File: config.mk
export PLATFORM = sky130hd
export DESIGN_NAME = fetch_unit_flat
export DESIGN_NICKNAME = d
export VERILOG_FILES = /design/src/rtl/fetch_unit_if.sv /design/src/rtl/fetch_unit.sv /design/src/flat_wrapper.sv
export SDC_FILE = /design/constraint.sdc
export NUM_CORES = 1
export LEC_CHECK = 0
export ABC_AREA = 0
export CORE_MARGIN = 1.5
export CORE_UTILIZATION = 36
export CTS_CLUSTER_DIAMETER = 120
export DETAILED_ROUTE_END_ITERATION = 8
export GPL_TIMING_DRIVEN = 1
export PLACE_DENSITY = 0.61
export SYNTH_ARGS = -nofsm -noshare
export SYNTH_HDL_FRONTEND = slang
export SYNTH_SLANG_ARGS = --single-unit
File: constraint.sdc
create_clock -name clk -period 2.5 [get_ports clk]
set_input_delay 0.625 -clock clk [delete_from_list [all_inputs] [get_ports clk]]
set_output_delay 0.625 -clock clk [all_outputs]
set_load 0.02 [all_outputs]
File: src/rtl/fetch_unit_if.sv
// ---------------------------------------------------------------------------
// fetch_unit_if : program-memory, decode-handshake and control bundle of the
//                 instruction fetch stage.  Revision 1.0
// ---------------------------------------------------------------------------
`default_nettype none

interface fetch_unit_if #(
  parameter int CNT_W = 16
);
  typedef struct packed {
    logic [5:0] phys_addr;
  } addr_t;

  typedef struct packed {
    logic [7:0] raw_data;
  } data_t;

  logic             fetch_en;
  addr_t            mem_addr;
  data_t            mem_data;
  logic             inst_valid;
  logic             inst_ready;
  logic [7:0]       inst_data;
  logic [5:0]       inst_pc;
  logic             redirect_valid;
  logic [5:0]       redirect_pc;
  logic [CNT_W-1:0] fetch_count;

  modport master (
    input  fetch_en, mem_data, inst_ready, redirect_valid, redirect_pc,
    output mem_addr, inst_valid, inst_data, inst_pc, fetch_count
  );

  modport slave (
    output fetch_en, mem_data, inst_ready, redirect_valid, redirect_pc,
    input  mem_addr, inst_valid, inst_data, inst_pc, fetch_count
  );
endinterface

`default_nettype wire

File: src/rtl/fetch_unit.sv
// ---------------------------------------------------------------------------
// fetch_unit : PC owner, byte fetch into a small queue, valid/ready hand-off
//              to decode, redirect flush and fetch-enable gate.  Revision 1.0
// ---------------------------------------------------------------------------
`default_nettype none

module fetch_unit #(
  parameter int         DEPTH    = 2,
  parameter logic [5:0] RESET_PC = 6'd0,
  parameter int         CNT_W    = 16   // must match the interface CNT_W
) (
  input  logic          clk,
  input  logic          rst_n,
  fetch_unit_if.master  bus
);

  localparam int PW = $clog2(DEPTH);
  localparam int CW = PW + 1;

  localparam logic [0:0] IDLE = 1'b0;
  localparam logic [0:0] RUN  = 1'b1;

  logic [0:0]       state_q, state_d;
  logic [5:0]       pc_q, pc_d;
  logic [CW-1:0]    cnt_q, cnt_d;
  logic [PW-1:0]    rd_q, rd_d, wr_q, wr_d;
  logic [CNT_W-1:0] fcnt_q, fcnt_d;
  logic [7:0]       dat_q [DEPTH];
  logic [5:0]       ipc_q [DEPTH];

  logic valid_w, pop_w, push_w;

  assign valid_w = (cnt_q != '0);
  assign pop_w   = valid_w & bus.inst_ready;
  // A full queue still takes a byte when the head leaves in the same cycle.
  assign push_w  = (state_q == RUN) & bus.fetch_en & ~bus.redirect_valid &
                   ((cnt_q < CW'(DEPTH)) | pop_w);

  always_comb begin
    state_d = state_q;
    pc_d    = pc_q;
    cnt_d   = cnt_q;
    rd_d    = rd_q;
    wr_d    = wr_q;
    fcnt_d  = fcnt_q;

    case (state_q)
      IDLE:    if (bus.fetch_en)  state_d = RUN;
      RUN:     if (!bus.fetch_en) state_d = IDLE;
      default: state_d = IDLE;
    endcase

    if (bus.redirect_valid) begin
      cnt_d = '0;
      rd_d  = '0;
      wr_d  = '0;
      pc_d  = bus.redirect_pc;
    end else begin
      if (push_w) begin
        wr_d = wr_q + 1'b1;
        pc_d = pc_q + 6'd1;
      end
      if (pop_w) rd_d = rd_q + 1'b1;
      cnt_d = cnt_q + CW'(push_w) - CW'(pop_w);
    end

    if (push_w && (fcnt_q != '1)) fcnt_d = fcnt_q + 1'b1;
  end

  always_ff @(posedge clk or negedge rst_n) begin
    if (!rst_n) begin
      state_q <= IDLE;
      pc_q    <= RESET_PC;
      cnt_q   <= '0;
      rd_q    <= '0;
      wr_q    <= '0;
      fcnt_q  <= '0;
    end else begin
      state_q <= state_d;
      pc_q    <= pc_d;
      cnt_q   <= cnt_d;
      rd_q    <= rd_d;
      wr_q    <= wr_d;
      fcnt_q  <= fcnt_d;
    end
  end

  always_ff @(posedge clk or negedge rst_n) begin
    if (!rst_n) begin
      for (int i = 0; i < DEPTH; i++) begin
        dat_q[i] <= '0;
        ipc_q[i] <= '0;
      end
    end else if (push_w) begin
      dat_q[wr_q] <= bus.mem_data.raw_data;
      ipc_q[wr_q] <= pc_q;
    end
  end

  assign bus.mem_addr.phys_addr = pc_q;
  assign bus.inst_valid         = valid_w;
  assign bus.inst_data          = valid_w ? dat_q[rd_q] : 8'd0;
  assign bus.inst_pc            = valid_w ? ipc_q[rd_q] : 6'd0;
  assign bus.fetch_count        = fcnt_q;

endmodule

`default_nettype wire

File: src/flat_wrapper.sv
// flat-port wrapper written by rule: the top's interface ports become plain ports
module fetch_unit_flat 
#(
  parameter int         DEPTH    = 2,
  parameter logic [5:0] RESET_PC = 6'd0,
  parameter int         CNT_W    = 16                                    
)
  (clk, rst_n, bus_fetch_en, bus_mem_data, bus_inst_ready, bus_redirect_valid, bus_redirect_pc, bus_mem_addr, bus_inst_valid, bus_inst_data, bus_inst_pc, bus_fetch_count);
  fetch_unit_if #(.CNT_W(CNT_W)) bus_i ();
  input  logic clk;
  input  logic rst_n;
  input wire logic [$bits(bus_i.fetch_en)-1:0] bus_fetch_en;
  input wire logic [$bits(bus_i.mem_data)-1:0] bus_mem_data;
  input wire logic [$bits(bus_i.inst_ready)-1:0] bus_inst_ready;
  input wire logic [$bits(bus_i.redirect_valid)-1:0] bus_redirect_valid;
  input wire logic [$bits(bus_i.redirect_pc)-1:0] bus_redirect_pc;
  output wire logic [$bits(bus_i.mem_addr)-1:0] bus_mem_addr;
  output wire logic [$bits(bus_i.inst_valid)-1:0] bus_inst_valid;
  output wire logic [$bits(bus_i.inst_data)-1:0] bus_inst_data;
  output wire logic [$bits(bus_i.inst_pc)-1:0] bus_inst_pc;
  output wire logic [$bits(bus_i.fetch_count)-1:0] bus_fetch_count;
  assign bus_i.fetch_en = bus_fetch_en;
  assign bus_i.mem_data = bus_mem_data;
  assign bus_i.inst_ready = bus_inst_ready;
  assign bus_i.redirect_valid = bus_redirect_valid;
  assign bus_i.redirect_pc = bus_redirect_pc;
  assign bus_mem_addr = bus_i.mem_addr;
  assign bus_inst_valid = bus_i.inst_valid;
  assign bus_inst_data = bus_i.inst_data;
  assign bus_inst_pc = bus_i.inst_pc;
  assign bus_fetch_count = bus_i.fetch_count;
  fetch_unit #(.DEPTH(DEPTH), .RESET_PC(RESET_PC), .CNT_W(CNT_W)) u_core (.clk(clk), .rst_n(rst_n), .bus(bus_i));
endmodule
==> impl_results.html, run 1 <==
<table>
<tr><th>Metric</th><th>Value</th></tr>
<tr><th colspan="2">Final layout</th></tr>
<tr><td>Antenna cells</td><td>0</td></tr>
<tr><td>Most used cells in the layout excluding fill and tap cells</td><td>55 x sky130_fd_sc_hd__dfrtp_1, 54 x sky130_fd_sc_hd__clkdlybuf4s50_1, 21 x sky130_fd_sc_hd__nor2_1</td></tr>
<tr><td>Fraction of final layout cells sized beyond drive strength 1</td><td>0.187</td></tr>
<tr><td>Growth of design area from synthesis to finish</td><td>29.3%</td></tr>
<tr><td>Flip-flop and latch area</td><td>1380 um^2</td></tr>
<tr><td>Count of fill cells added during filler insertion</td><td>655</td></tr>
<tr><td>Most common library cell in the layout ignoring fill and taps</td><td>sky130_fd_sc_hd__dfrtp_1</td></tr>
<tr><td>Total Nets Final</td><td>307</td></tr>
<tr><td>Area of all placed cells without fillers</td><td>3550 um^2</td></tr>
<tr><td>Multi-input combinational cell area</td><td>1280 um^2</td></tr>
<tr><th colspan="2">Critical path</th></tr>
<tr><td>Data arrival, critical path</td><td>1770 ps</td></tr>
<tr><td>Last element of the critical path</td><td>bus_inst_pc[4]</td></tr>
<tr><td>Required time of the critical path</td><td>1880 ps</td></tr>
<tr><td>Worst R2R End</td><td>u_core.bus.fetch_count[14]$_DFFE_PN0P_</td></tr>
<tr><td>Worst setup path category</td><td>reg2out</td></tr>
<tr><td>R2r startpoint</td><td>u_core.bus.fetch_count[1]$_DFFE_PN0P_</td></tr>
<tr><td>Crit path capture type</td><td>primary output</td></tr>
<tr><td>Top fanout value on the critical path</td><td>14</td></tr>
<tr><td>Crit path from</td><td>u_core.rd_q$_DFFE_PN0P_</td></tr>
<tr><td>Kind of launch point of the worst setup path</td><td>flop</td></tr>
<tr><td>Worst-case reg-to-reg path depth</td><td>5</td></tr>
<tr><td>Slack of the worst reg-to-reg path</td><td>630 ps</td></tr>
<tr><th colspan="2">Power and ir drop</th></tr>
<tr><td>Portion of total power attributed to sequential cells</td><td>0.421</td></tr>
<tr><td>Share of power burned in the clock network</td><td>0.184</td></tr>
<tr><td>Relative contribution of combinational cells to total power</td><td>0.395</td></tr>
<tr><td>Static Leakage</td><td>0.00145 uW</td></tr>
<tr><td>Internal power contribution</td><td>2080 uW</td></tr>
<tr><td>Share of total power consumed by net switching</td><td>0.336</td></tr>
<tr><td>Final total power</td><td>3140 uW</td></tr>
<tr><td>Net Sw Power</td><td>1050 uW</td></tr>
<tr><td>Maximum vdd ir drop</td><td>0.504 mV</td></tr>
<tr><td>Power density normalized to cell area</td><td>885 nW/um^2</td></tr>
<tr><th colspan="2">Timing</th></tr>
<tr><td>Final count of pins violating max slew</td><td>0</td></tr>
<tr><td>Setup Total Neg Slack</td><td>0 ps</td></tr>
<tr><td>Number of setup violations in the final report</td><td>0</td></tr>
<tr><td>Minimum clock period</td><td>2390 ps</td></tr>
<tr><td>Worst Clk Skew</td><td>7.62 ps</td></tr>
<tr><td>Remaining max-slew budget at the tightest pin</td><td>0.619</td></tr>
<tr><td>Final period util</td><td>0.957</td></tr>
<tr><td>Worst Hold Margin</td><td>302 ps</td></tr>
<tr><td>Unrepaired setup endpoints after global routing</td><td>false</td></tr>
<tr><td>Final hold violation count</td><td>0</td></tr>
<tr><td>Achievable frequency</td><td>418 MHz</td></tr>
<tr><td>Tightest Pin Transition</td><td>571 ps</td></tr>
<tr><th colspan="2">Global route</th></tr>
<tr><td>Met3 track demand over resource</td><td>0.0362</td></tr>
<tr><td>Met2 capacity usage during global routing</td><td>0.232</td></tr>
<tr><td>Most used routing layer</td><td>met2</td></tr>
<tr><td>Pin count of the biggest net entering global routing</td><td>33</td></tr>
<tr><td>Number of global-route vias before repair</td><td>1,909</td></tr>
<tr><td>Grt met1 use</td><td>0.209</td></tr>
<tr><td>Sum of overflow across all layers after global routing</td><td>0</td></tr>
<tr><td>Initial antenna violation count</td><td>0</td></tr>
<tr><td>First-pass GRT wire length</td><td>9780 um</td></tr>
<tr><td>Combined global-route utilization of all metal layers</td><td>0.148</td></tr>
<tr><th colspan="2">Clock tree</th></tr>
<tr><td>Maximum count of clock buffers along a single path</td><td>2</td></tr>
<tr><td>CTS Buf Count</td><td>5</td></tr>
<tr><td>Clock net sink count</td><td>55</td></tr>
<tr><td>Count of hold buffers inserted by post-cts repair</td><td>0</td></tr>
<tr><td>CTS root buffer</td><td>sky130_fd_sc_hd__clkbuf_8</td></tr>
<tr><td>Post-CTS clock slew at the launch and capture registers of the worst setup and hold paths</td><td>100 ps</td></tr>
<tr><td>Clk Latency, worst-skew pair</td><td>300 ps</td></tr>
<tr><td>TritonCTS clock tree</td><td>yes</td></tr>
<tr><td>Number of H-tree branching levels</td><td>2</td></tr>
<tr><th colspan="2">Place</th></tr>
<tr><td>PortBufs</td><td>55</td></tr>
<tr><td>Routability-driven placement congestion ratio</td><td>0.754</td></tr>
<tr><td>Placed cell area</td><td>3440 um^2</td></tr>
<tr><td>Total half-perimeter wirelength after legalization and detailed placement</td><td>3760 um</td></tr>
<tr><th colspan="2">Routing</th></tr>
<tr><td>Wire per inst</td><td>14.4 um</td></tr>
<tr><td>Via count normalized by instance count</td><td>4.83</td></tr>
<tr><td>Routed vias</td><td>1,851</td></tr>
<tr><td>Starting DRT DRC Count</td><td>94</td></tr>
<tr><td>DRC violation count after routing</td><td>0</td></tr>
<tr><td>Antenna Nets Post-Route</td><td>0</td></tr>
<tr><td>Drt pass-1 iters</td><td>4</td></tr>
<tr><td>Routed wire length</td><td>5530 um</td></tr>
<tr><th colspan="2">Synth</th></tr>
<tr><td>Synthesis Warnings</td><td>0</td></tr>
<tr><td>Synth Instances</td><td>223</td></tr>
<tr><td>Post-synthesis instance area</td><td>2740 um^2</td></tr>
<tr><td>Post-synthesis sequential area ratio</td><td>0.502</td></tr>
<tr><td>Number of distinct library cell variants in the gate-level netlist after synthesis</td><td>40</td></tr>
<tr><td>Top cells by area in the synthesized netlist</td><td>sky130_fd_sc_hd__dfrtp_1 50%, sky130_fd_sc_hd__mux2_2 7.8%, sky130_fd_sc_hd__xnor2_1 5.7%</td></tr>
<tr><td>Most used DFF post-synth</td><td>sky130_fd_sc_hd__dfrtp_1</td></tr>
<tr><td>Synthesis-stage register bit count</td><td>55</td></tr>
<tr><td>Share of synthesized registers carrying an async set or reset</td><td>1.00</td></tr>
<tr><td>Top-area cell type share of the netlist area</td><td>0.502</td></tr>
<tr><td>Number of synthesized flops with an enable pin</td><td>0</td></tr>
<tr><td>Net Count, Synth</td><td>246</td></tr>
<tr><td>Avg Cell Area, Syn</td><td>12.3 um^2</td></tr>
<tr><td>Leading area contributor after synthesis</td><td>sky130_fd_sc_hd__dfrtp_1</td></tr>
<tr><th colspan="2">Die</th></tr>
<tr><td>Number of cell rows</td><td>31</td></tr>
<tr><td>Number of primary I/O pins</td><td>56</td></tr>
<tr><td>Initial standard-cell utilization of the core</td><td>0.374</td></tr>
<tr><td>Standard cell core area</td><td>7330 um^2</td></tr>
<tr><td>Die span in x</td><td>90.3 um</td></tr>
<tr><td>Die Height</td><td>90.3 um</td></tr>
<tr><td>Die area</td><td>8150 um^2</td></tr>
<tr><th colspan="2">Run status</th></tr>
<tr><td>Run status</td><td>completed</td></tr>
<tr><th colspan="2">Run</th></tr>
<tr><td>Max_cap viols</td><td>0</td></tr>
<tr><th colspan="2">Min path</th></tr>
<tr><td>Path class of the lowest-slack min-delay path</td><td>in2async</td></tr>
</table>
==> metrics by stage <==
stage          utilization  instances  setup WS [ps]
3_5_place_dp         0.469        376            160
6_report             0.484        383            108
3_3_place_gp         0.469        376            190
4_1_cts              0.483        383           20.8
2_1_floorplan            -        223            597
5_1_grt              0.484        383          0.478
==> worst min-delay path by stage <==
| stage | start | endpoint | slack [ps] | cells past startpoint |
|---|---|---|---|---|
| after global routing | rst_n | u_core.bus.mem_addr[5]$_DFFE_PN0P_ | 340 | 1 |
| after CTS | rst_n | u_core.ipc_q[1]$_DFFE_PN0P_ | 320 | 1 |
| after floorplan | rst_n | u_core.bus.fetch_count[0]$_DFFE_PN0P_ | 330 | 0 |
| final | rst_n | u_core.ipc_q[11]$_DFFE_PN0P_ | 300 | 1 |
| after global placement | u_core.bus.fetch_count[7]$_DFFE_PN0P_ | u_core.bus.fetch_count[7]$_DFFE_PN0P_ | 480 | 1 |
| after detailed placement | u_core.bus.fetch_count[7]$_DFFE_PN0P_ | u_core.bus.fetch_count[7]$_DFFE_PN0P_ | 490 | 1 |
==> power by group through the flow <==
stage,Combinational (uW),Clock [uW],Sequential (uW)
floorplan,738,0,1340
global placement,1230,0,1330
detailed placement,1250,0,1340
CTS,1260,598,1320
global route,1350,642,1360
finish,1240,577,1320
==> critical path, cell delays in order, from the launching register on <==
cell and delay [ps]:
sky130_fd_sc_hd__dfrtp_1 410, sky130_fd_sc_hd__buf_6 180, sky130_fd_sc_hd__mux2i_1 140, sky130_fd_sc_hd__nor2_1 110, sky130_fd_sc_hd__clkdlybuf4s50_1 620
==> per-layer routing <==
layer  vias up  part of all wire
met1       897              0.51
met5         -                 0
met4         0            0.0065
li1        904                 -
met3         4             0.038
met2        46              0.45
==> synth_stat cells, types with 3 or more instances <==
| cell type | number |
|---|---|
| sky130_fd_sc_hd__and3_1 | 3 |
| sky130_fd_sc_hd__and4_1 | 3 |
| sky130_fd_sc_hd__clkbuf_1 | 3 |
| sky130_fd_sc_hd__dfrtp_1 | 55 |
| sky130_fd_sc_hd__ha_1 | 4 |
| sky130_fd_sc_hd__inv_1 | 4 |
| sky130_fd_sc_hd__mux2_2 | 19 |
| sky130_fd_sc_hd__mux2_4 | 10 |
| sky130_fd_sc_hd__mux2i_1 | 15 |
| sky130_fd_sc_hd__nand2_1 | 12 |
| sky130_fd_sc_hd__nand3_1 | 5 |
| sky130_fd_sc_hd__nand4_1 | 8 |
| sky130_fd_sc_hd__nor2_1 | 21 |
| sky130_fd_sc_hd__nor2b_1 | 3 |
| sky130_fd_sc_hd__o21ai_0 | 6 |
| sky130_fd_sc_hd__xnor2_1 | 18 |
==> flip-flops by register name, indices dropped and copies added, names as in the netlist <==
| signal | flops |
|---|---|
| u_core.bus.fetch_count | 16 |
| u_core.bus.mem_addr | 6 |
| u_core.cnt_q | 2 |
| u_core.dat_q | 16 |
| u_core.ipc_q | 12 |
| u_core.rd_q | 1 |
| u_core.state_q | 1 |
| u_core.wr_q | 1 |
==> logic make-up (layout without fill, tap and decap cells) <==
| logic type | Yosys count | count (layout) | synth area share |
|---|---|---|---|
| AO/OA/AOI/OAI | 13 | 13 | 0.0297 |
| XOR/XNOR | 20 | 20 | 0.0639 |
| adder cells (fa/ha/maj) | 4 | 4 | 0.0182 |
| buffers and inverters | 13 | 74 | 0.0324 |
| flip-flops | 55 | 55 | 0.502 |
| multiplexers | 46 | 46 | 0.196 |
| AND/OR/NAND/NOR | 72 | 72 | 0.158 |
==> area by class of cell <==
type	count	area share
inverter	4	0.00423
clock inverter	2	0.0106
tap	99	0.0349
timing repair buffer	63	0.182
multi-input combinational	155	0.360
clock buffer	5	0.0194
sequential	55	0.388
==> timing repair <==
item	4_1_cts	5_1_grt
endpoints found under the setup margin	0	9
buffers inserted	0	0
hold endpoints to repair	0	0
resized for setup	0	1
(Power assumes the default switching activity.)
==> run 2, diff against run 1 <==
--- a/config.mk
+++ b/config.mk
@@ -7,11 +7,11 @@
 export LEC_CHECK = 0
 export ABC_AREA = 0
 export CORE_MARGIN = 1.5
-export CORE_UTILIZATION = 36
+export CORE_UTILIZATION = 37
 export CTS_CLUSTER_DIAMETER = 120
 export DETAILED_ROUTE_END_ITERATION = 8
 export GPL_TIMING_DRIVEN = 1
-export PLACE_DENSITY = 0.61
+export PLACE_DENSITY = 0.63
 export SYNTH_ARGS = -nofsm -noshare
 export SYNTH_HDL_FRONTEND = slang
 export SYNTH_SLANG_ARGS = --single-unit
==> run 2 against run 1 <==
Routed wire length fell by 1.8%. Die area shrank 2.6%. Clock-buffer cell count stayed put. Worst setup slack worse by 28 ps. Flip-flop and latch count stayed put. Critical path type unchanged. Sequential share of layout area barely moved. Via count grew 1.4%. Combinational power is 3% lower.
==> impl_results.html, run 2 (same netlist as run 1, synthesis figures left out) <==
<table>
<tr><th>Metric</th><th>Value</th></tr>
<tr><th colspan="2">Routing</th></tr>
<tr><td>Wire per inst</td><td>14.1 um</td></tr>
<tr><td>Routed vias</td><td>1,876</td></tr>
<tr><td>Antenna Nets Post-Route</td><td>0</td></tr>
<tr><td>Starting DRT DRC Count</td><td>62</td></tr>
<tr><td>DRC violation count after routing</td><td>0</td></tr>
<tr><td>Drt pass-1 iters</td><td>4</td></tr>
<tr><td>Routed wire length</td><td>5430 um</td></tr>
<tr><td>Via count normalized by instance count</td><td>4.86</td></tr>
<tr><th colspan="2">Timing</th></tr>
<tr><td>PnR worst setup slack</td><td>80.6 ps</td></tr>
<tr><td>Tightest Pin Transition</td><td>691 ps</td></tr>
<tr><td>Final hold violation count</td><td>0</td></tr>
<tr><td>Achievable frequency</td><td>413 MHz</td></tr>
<tr><td>Minimum clock period</td><td>2420 ps</td></tr>
<tr><td>Number of setup violations in the final report</td><td>0</td></tr>
<tr><td>Final period util</td><td>0.968</td></tr>
<tr><td>Remaining max-slew budget at the tightest pin</td><td>0.539</td></tr>
<tr><td>Final count of pins violating max slew</td><td>0</td></tr>
<tr><td>Setup Total Neg Slack</td><td>0 ps</td></tr>
<tr><td>Worst Clk Skew</td><td>8.60 ps</td></tr>
<tr><td>Unrepaired setup endpoints after global routing</td><td>false</td></tr>
<tr><td>Worst Hold Margin</td><td>426 ps</td></tr>
<tr><th colspan="2">Clock tree</th></tr>
<tr><td>CTS Buf Count</td><td>5</td></tr>
<tr><td>TritonCTS clock tree</td><td>yes</td></tr>
<tr><td>Clk Latency, worst-skew pair</td><td>310 ps</td></tr>
<tr><td>Number of H-tree branching levels</td><td>2</td></tr>
<tr><td>Count of hold buffers inserted by post-cts repair</td><td>0</td></tr>
<tr><td>Clock net sink count</td><td>55</td></tr>
<tr><td>Post-CTS clock slew at the launch and capture registers of the worst setup and hold paths</td><td>100 ps</td></tr>
<tr><td>Maximum count of clock buffers along a single path</td><td>2</td></tr>
<tr><td>CTS root buffer</td><td>sky130_fd_sc_hd__clkbuf_8</td></tr>
<tr><th colspan="2">Critical path</th></tr>
<tr><td>Data arrival, critical path</td><td>1790 ps</td></tr>
<tr><td>Cell family with most CP delay</td><td>flip-flops</td></tr>
<tr><td>Required time of the critical path</td><td>1880 ps</td></tr>
<tr><td>Buffering stage count on the worst path with inverters included</td><td>1</td></tr>
<tr><td>Maximum cell stage delay along the critical path</td><td>620 ps</td></tr>
<tr><td>CP Cell Sequence</td><td>mux2i_1 &gt; nor2_1 &gt; clkdlybuf4s50_1</td></tr>
<tr><td>Kind of launch point of the worst setup path</td><td>flop</td></tr>
<tr><td>Cell type of the slowest stage on the worst timing path</td><td>sky130_fd_sc_hd__dfrtp_4</td></tr>
<tr><td>Top fanout value on the critical path</td><td>15</td></tr>
<tr><td>Slack of the worst reg-to-reg path</td><td>600 ps</td></tr>
<tr><td>Worst setup path category</td><td>reg2out</td></tr>
<tr><td>Crit path capture type</td><td>primary output</td></tr>
<tr><th colspan="2">Final layout</th></tr>
<tr><td>Growth of design area from synthesis to finish</td><td>29.6%</td></tr>
<tr><td>Final standard cell utilization of the core</td><td>0.493</td></tr>
<tr><td>Total Nets Final</td><td>309</td></tr>
<tr><td>Count of fill cells added during filler insertion</td><td>672</td></tr>
<tr><td>Final non-filler cell total</td><td>386</td></tr>
<tr><td>Antenna cells</td><td>0</td></tr>
<tr><td>Most used cells in the layout excluding fill and tap cells</td><td>54 x sky130_fd_sc_hd__dfrtp_1, 51 x sky130_fd_sc_hd__clkdlybuf4s50_1, 20 x sky130_fd_sc_hd__nor2_1</td></tr>
<tr><td>Fraction of final layout cells sized beyond drive strength 1</td><td>0.202</td></tr>
<tr><td>Most common library cell in the layout ignoring fill and taps</td><td>sky130_fd_sc_hd__dfrtp_1</td></tr>
<tr><th colspan="2">Place</th></tr>
<tr><td>Post-Place Cells</td><td>378</td></tr>
<tr><td>Pre-CTS worst setup slack</td><td>77.0 ps</td></tr>
<tr><td>Total half-perimeter wirelength after legalization and detailed placement</td><td>3850 um</td></tr>
<tr><td>PortBufs</td><td>55</td></tr>
<tr><td>Routability-driven placement congestion ratio</td><td>0.797</td></tr>
<tr><th colspan="2">Run</th></tr>
<tr><td>Max_cap viols</td><td>0</td></tr>
<tr><th colspan="2">Power and ir drop</th></tr>
<tr><td>Maximum vdd ir drop</td><td>0.396 mV</td></tr>
<tr><td>Static Leakage</td><td>0.00150 uW</td></tr>
<tr><td>Portion of total power attributed to sequential cells</td><td>0.429</td></tr>
<tr><td>Net Sw Power</td><td>1070 uW</td></tr>
<tr><td>Power density normalized to cell area</td><td>890 nW/um^2</td></tr>
<tr><td>Relative contribution of combinational cells to total power</td><td>0.380</td></tr>
<tr><td>Share of power burned in the clock network</td><td>0.191</td></tr>
<tr><td>Share of total power consumed by net switching</td><td>0.337</td></tr>
<tr><td>Internal power contribution</td><td>2100 uW</td></tr>
<tr><th colspan="2">Min path</th></tr>
<tr><td>Path class of the lowest-slack min-delay path</td><td>in2async</td></tr>
<tr><th colspan="2">Run status</th></tr>
<tr><td>Run status</td><td>completed</td></tr>
<tr><th colspan="2">Global route</th></tr>
<tr><td>Initial antenna violation count</td><td>0</td></tr>
<tr><td>Number of global-route vias before repair</td><td>1,824</td></tr>
<tr><td>Sum of overflow across all layers after global routing</td><td>0</td></tr>
<tr><td>Pin count of the biggest net entering global routing</td><td>56</td></tr>
<tr><td>Combined global-route utilization of all metal layers</td><td>0.148</td></tr>
<tr><td>First-pass GRT wire length</td><td>9090 um</td></tr>
<tr><th colspan="2">Die</th></tr>
<tr><td>Standard cell core area</td><td>7210 um^2</td></tr>
<tr><td>Initial standard-cell utilization of the core</td><td>0.380</td></tr>
<tr><td>Die span in x</td><td>89.1 um</td></tr>
<tr><td>Number of cell rows</td><td>31</td></tr>
<tr><td>Die area</td><td>7940 um^2</td></tr>
<tr><td>Die Height</td><td>89.1 um</td></tr>
<tr><td>Number of primary I/O pins</td><td>56</td></tr>
</table>
run 2: path summary, 6_finish.rpt:
| check | endpoint | cells past startpoint | from |
|---|---|---|---|
| min in group clk | u_core.bus.fetch_count[7]$_DFFE_PN0P_ | 1 | u_core.bus.fetch_count[7]$_DFFE_PN0P_ |
| max in group asynchronous | u_core.rd_q$_DFFE_PN0P_ | 2 | rst_n |
| max reg2reg | u_core.bus.fetch_count[14]$_DFFE_PN0P_ | 5 | u_core.bus.fetch_count[0]$_DFFE_PN0P_ |
| min reg2reg | u_core.bus.fetch_count[7]$_DFFE_PN0P_ | 1 | u_core.bus.fetch_count[7]$_DFFE_PN0P_ |
| min | u_core.ipc_q[5]$_DFFE_PN0P_ | 2 | rst_n |
| max | bus_inst_data[3] | 3 | u_core.rd_q$_DFFE_PN0P_ |
run 2: layer usage:
layer,track usage,routed length [um],vias up
li1,-,-,904
met1,0.209,2720,918
met2,0.230,2390,46
met3,0.0295,249,8
met4,0.0490,76,0
met5,0,0,-
run 2: area by class of cell:
cell class | count | area (um^2) | share of cell area
clock buffer | 5 | 68.8 | 0.0194
inverter | 4 | 15.0 | 0.00422
clock inverter | 3 | 46.3 | 0.0130
tap | 99 | 124 | 0.0348
multi-input combinational | 155 | 1280 | 0.360
timing repair buffer | 65 | 641 | 0.180
sequential | 55 | 1380 | 0.388
run 2: what timing repair did:
action / 4_1_cts / 5_1_grt
gates resized for setup: 3 / 3
setup buffers: 0 / 0
setup endpoints to repair: 14 / 3
gates cloned: 0 / 0
run 2: stage by stage:
step / cell area, um^2 / total power [uW]
after floorplan: 2740 / 2080
after global placement: 3430 / 2570
after detailed placement: 3430 / 2590
after CTS: 3550 / 3200
after global routing: 3550 / 3370
final: 3550 / 3170
run 2: worst reg2reg max path, cell delays in order (launching register included):
cell,delay [ps]
sky130_fd_sc_hd__dfrtp_1,510
sky130_fd_sc_hd__ha_1,310
sky130_fd_sc_hd__nand4_1,260
sky130_fd_sc_hd__nor4_4,250
sky130_fd_sc_hd__nand4_1,140
sky130_fd_sc_hd__mux2_1,330
run 2: power by group through the flow:
stage,sequential [uW],clock (uW),combinational (uW)
after floorplan,1340,0,738
after global placement,1370,0,1210
after global routing,1400,654,1320
after CTS,1360,616,1230
after detailed placement,1370,0,1220
final,1360,604,1200
==> run 3, diff against run 2 <==
--- a/config.mk
+++ b/config.mk
@@ -11,7 +11,7 @@
 export CTS_CLUSTER_DIAMETER = 120
 export DETAILED_ROUTE_END_ITERATION = 8
 export GPL_TIMING_DRIVEN = 1
-export PLACE_DENSITY = 0.63
+export PLACE_DENSITY_LB_ADDON = 0.2
 export SYNTH_ARGS = -nofsm -noshare
 export SYNTH_HDL_FRONTEND = slang
 export SYNTH_SLANG_ARGS = --single-unit
==> run 3 against run 2 <==
Routed wire length rose by 4.6%. Hold slack improved by 1.8 ps. Critical endpoint is now bus_inst_pc[3]. Maximum frequency rose by 0.42%. Largest cell class unchanged. Non-clock buffer count rose by 2.
==> impl_results.html, run 3 (same netlist as run 1, synthesis figures left out) <==
<table>
<tr><th>Metric</th><th>Value</th></tr>
<tr><th colspan="2">Run status</th></tr>
<tr><td>Run status</td><td>completed</td></tr>
<tr><th colspan="2">Place</th></tr>
<tr><td>PortBufs</td><td>55</td></tr>
<tr><td>Placed cell area</td><td>3430 um^2</td></tr>
<tr><td>Pre-CTS worst setup slack</td><td>162 ps</td></tr>
<tr><td>Routability-driven placement congestion ratio</td><td>0.782</td></tr>
<tr><td>Total half-perimeter wirelength after legalization and detailed placement</td><td>3890 um</td></tr>
<tr><th colspan="2">Clock tree</th></tr>
<tr><td>Number of H-tree branching levels</td><td>2</td></tr>
<tr><td>CTS root buffer</td><td>sky130_fd_sc_hd__clkbuf_8</td></tr>
<tr><td>Clock net sink count</td><td>55</td></tr>
<tr><td>CTS Buf Count</td><td>5</td></tr>
<tr><td>Clk Latency, worst-skew pair</td><td>310 ps</td></tr>
<tr><td>Maximum count of clock buffers along a single path</td><td>2</td></tr>
<tr><td>Count of hold buffers inserted by post-cts repair</td><td>0</td></tr>
<tr><td>Post-CTS clock slew at the launch and capture registers of the worst setup and hold paths</td><td>100 ps</td></tr>
<tr><td>TritonCTS clock tree</td><td>yes</td></tr>
<tr><th colspan="2">Global route</th></tr>
<tr><td>Initial antenna violation count</td><td>0</td></tr>
<tr><td>Number of global-route vias before repair</td><td>1,873</td></tr>
<tr><td>Pin count of the biggest net entering global routing</td><td>56</td></tr>
<tr><td>Sum of overflow across all layers after global routing</td><td>0</td></tr>
<tr><td>First-pass GRT wire length</td><td>9400 um</td></tr>
<tr><td>Combined global-route utilization of all metal layers</td><td>0.156</td></tr>
<tr><th colspan="2">Die</th></tr>
<tr><td>Number of primary I/O pins</td><td>56</td></tr>
<tr><td>Die area</td><td>7940 um^2</td></tr>
<tr><td>Initial standard-cell utilization of the core</td><td>0.380</td></tr>
<tr><td>Die Height</td><td>89.1 um</td></tr>
<tr><td>Number of cell rows</td><td>31</td></tr>
<tr><td>Die span in x</td><td>89.1 um</td></tr>
<tr><td>Standard cell core area</td><td>7210 um^2</td></tr>
<tr><th colspan="2">Timing</th></tr>
<tr><td>PnR worst setup slack</td><td>90.7 ps</td></tr>
<tr><td>Final count of pins violating max slew</td><td>0</td></tr>
<tr><td>Final period util</td><td>0.964</td></tr>
<tr><td>Minimum clock period</td><td>2410 ps</td></tr>
<tr><td>Worst Clk Skew</td><td>10.6 ps</td></tr>
<tr><td>Remaining max-slew budget at the tightest pin</td><td>0.533</td></tr>
<tr><td>Worst Hold Margin</td><td>428 ps</td></tr>
<tr><td>Tightest Pin Transition</td><td>701 ps</td></tr>
<tr><td>Unrepaired setup endpoints after global routing</td><td>false</td></tr>
<tr><td>Final hold violation count</td><td>0</td></tr>
<tr><td>Setup Total Neg Slack</td><td>0 ps</td></tr>
<tr><td>Number of setup violations in the final report</td><td>0</td></tr>
<tr><td>Achievable frequency</td><td>415 MHz</td></tr>
<tr><th colspan="2">Final layout</th></tr>
<tr><td>Antenna cells</td><td>0</td></tr>
<tr><td>Area of all placed cells without fillers</td><td>3570 um^2</td></tr>
<tr><td>Most common library cell in the layout ignoring fill and taps</td><td>sky130_fd_sc_hd__dfrtp_1</td></tr>
<tr><td>Total Nets Final</td><td>311</td></tr>
<tr><td>Fraction of final layout cells sized beyond drive strength 1</td><td>0.201</td></tr>
<tr><td>Growth of design area from synthesis to finish</td><td>30.2%</td></tr>
<tr><td>Most used cells in the layout excluding fill and tap cells</td><td>54 x sky130_fd_sc_hd__dfrtp_1, 50 x sky130_fd_sc_hd__clkdlybuf4s50_1, 21 x sky130_fd_sc_hd__nor2_1</td></tr>
<tr><th colspan="2">Routing</th></tr>
<tr><td>Wire per inst</td><td>14.7 um</td></tr>
<tr><td>Routed vias</td><td>1,883</td></tr>
<tr><td>Routed wire length</td><td>5680 um</td></tr>
<tr><td>Starting DRT DRC Count</td><td>92</td></tr>
<tr><td>DRC violation count after routing</td><td>0</td></tr>
<tr><td>Drt pass-1 iters</td><td>4</td></tr>
<tr><td>Via count normalized by instance count</td><td>4.87</td></tr>
<tr><td>Antenna Nets Post-Route</td><td>0</td></tr>
<tr><th colspan="2">Critical path</th></tr>
<tr><td>Crit path capture type</td><td>primary output</td></tr>
<tr><td>Cell family with most CP delay</td><td>buffers and inverters</td></tr>
<tr><td>Buffering stage count on the worst path with inverters included</td><td>2</td></tr>
<tr><td>Top fanout value on the critical path</td><td>9</td></tr>
<tr><td>Worst-case reg-to-reg path depth</td><td>5</td></tr>
<tr><td>Worst setup path category</td><td>reg2out</td></tr>
<tr><td>Maximum cell stage delay along the critical path</td><td>600 ps</td></tr>
<tr><td>Slack of the worst reg-to-reg path</td><td>630 ps</td></tr>
<tr><td>Required time of the critical path</td><td>1880 ps</td></tr>
<tr><td>CP Cell Sequence</td><td>buf_4 &gt; mux2i_1 &gt; nor2_1 &gt; clkdlybuf4s50_1</td></tr>
<tr><td>Cell type of the slowest stage on the worst timing path</td><td>sky130_fd_sc_hd__clkdlybuf4s50_1</td></tr>
<tr><td>Data arrival, critical path</td><td>1780 ps</td></tr>
<tr><td>Worst R2R End</td><td>u_core.bus.fetch_count[14]$_DFFE_PN0P_</td></tr>
<tr><td>Kind of launch point of the worst setup path</td><td>flop</td></tr>
<tr><td>R2r startpoint</td><td>u_core.bus.fetch_count[0]$_DFFE_PN0P_</td></tr>
<tr><th colspan="2">Run</th></tr>
<tr><td>Max_cap viols</td><td>0</td></tr>
<tr><th colspan="2">Power and ir drop</th></tr>
<tr><td>Maximum vdd ir drop</td><td>0.374 mV</td></tr>
<tr><td>Static Leakage</td><td>0.00153 uW</td></tr>
<tr><td>Power density normalized to cell area</td><td>888 nW/um^2</td></tr>
<tr><th colspan="2">Min path</th></tr>
<tr><td>Path class of the lowest-slack min-delay path</td><td>in2async</td></tr>
</table>
==> run 3: worst max path at each step <==
stage | from | endpoint | slack (ps) | depth (start not counted)
floorplan | u_core.rd_q$_DFFE_PN0P_ | bus_inst_data[0] | 600 | 4
global placement | bus_redirect_valid | u_core.bus.fetch_count[9]$_DFFE_PN0P_ | 200 | 7
detailed placement | bus_fetch_en | u_core.dat_q[2]$_DFFE_PN0P_ | 160 | 5
CTS | u_core.rd_q$_DFFE_PN0P_ | bus_inst_data[0] | 60 | 4
global route | u_core.rd_q$_DFFE_PN0P_ | bus_inst_pc[5] | 4 | 4
finish | u_core.rd_q$_DFFE_PN0P_ | bus_inst_pc[3] | 90 | 4
==> run 3: cell type report <==
| cell class | instances | area [um^2] |
|---|---|---|
| Clock buffer | 5 | 68.8 |
| Tap cell | 99 | 124 |
| Clock inverter | 2 | 37.5 |
| Multi-Input combinational cell | 155 | 1280 |
| Sequential cell | 55 | 1380 |
| Fill cell | 706 | 3640 |
| Inverter | 4 | 15.0 |
| Timing Repair Buffer | 67 | 671 |
==> run 3: metal layers <==
layer	part of all wire	track usage	routed length (um)	vias to the layer above
li1	-	-	-	912
met1	0.48	0.215	2740	927
met2	0.47	0.254	2660	38
met3	0.038	0.0332	218	6
met4	0.0099	0.0378	56	0
met5	0	0	0	-
==> run 3: through the flow <==
| step | utilization | power [uW] | std cells |
|---|---|---|---|
| floorplan | - | 2080 | 223 |
| global placement | 0.475 | 2570 | 378 |
| detailed placement | 0.475 | 2590 | 378 |
| CTS | 0.494 | 3220 | 387 |
| global route | 0.495 | 3370 | 387 |
| finish | 0.495 | 3170 | 387 |
==> run 3: what timing repair did <==
action                                  4_1_cts  5_1_grt
setup buffers                                 2        0
resized for setup                             1        4
endpoints found under the setup margin        9        4
==> run 3: power by group <==
part	switching, uW	total [uW]	internal [uW]	leakage, uW
Sequential	196	1320	1130	0.000700
Combinational	580	1260	682	0.000779
Clock	292	585	293	0.0000502
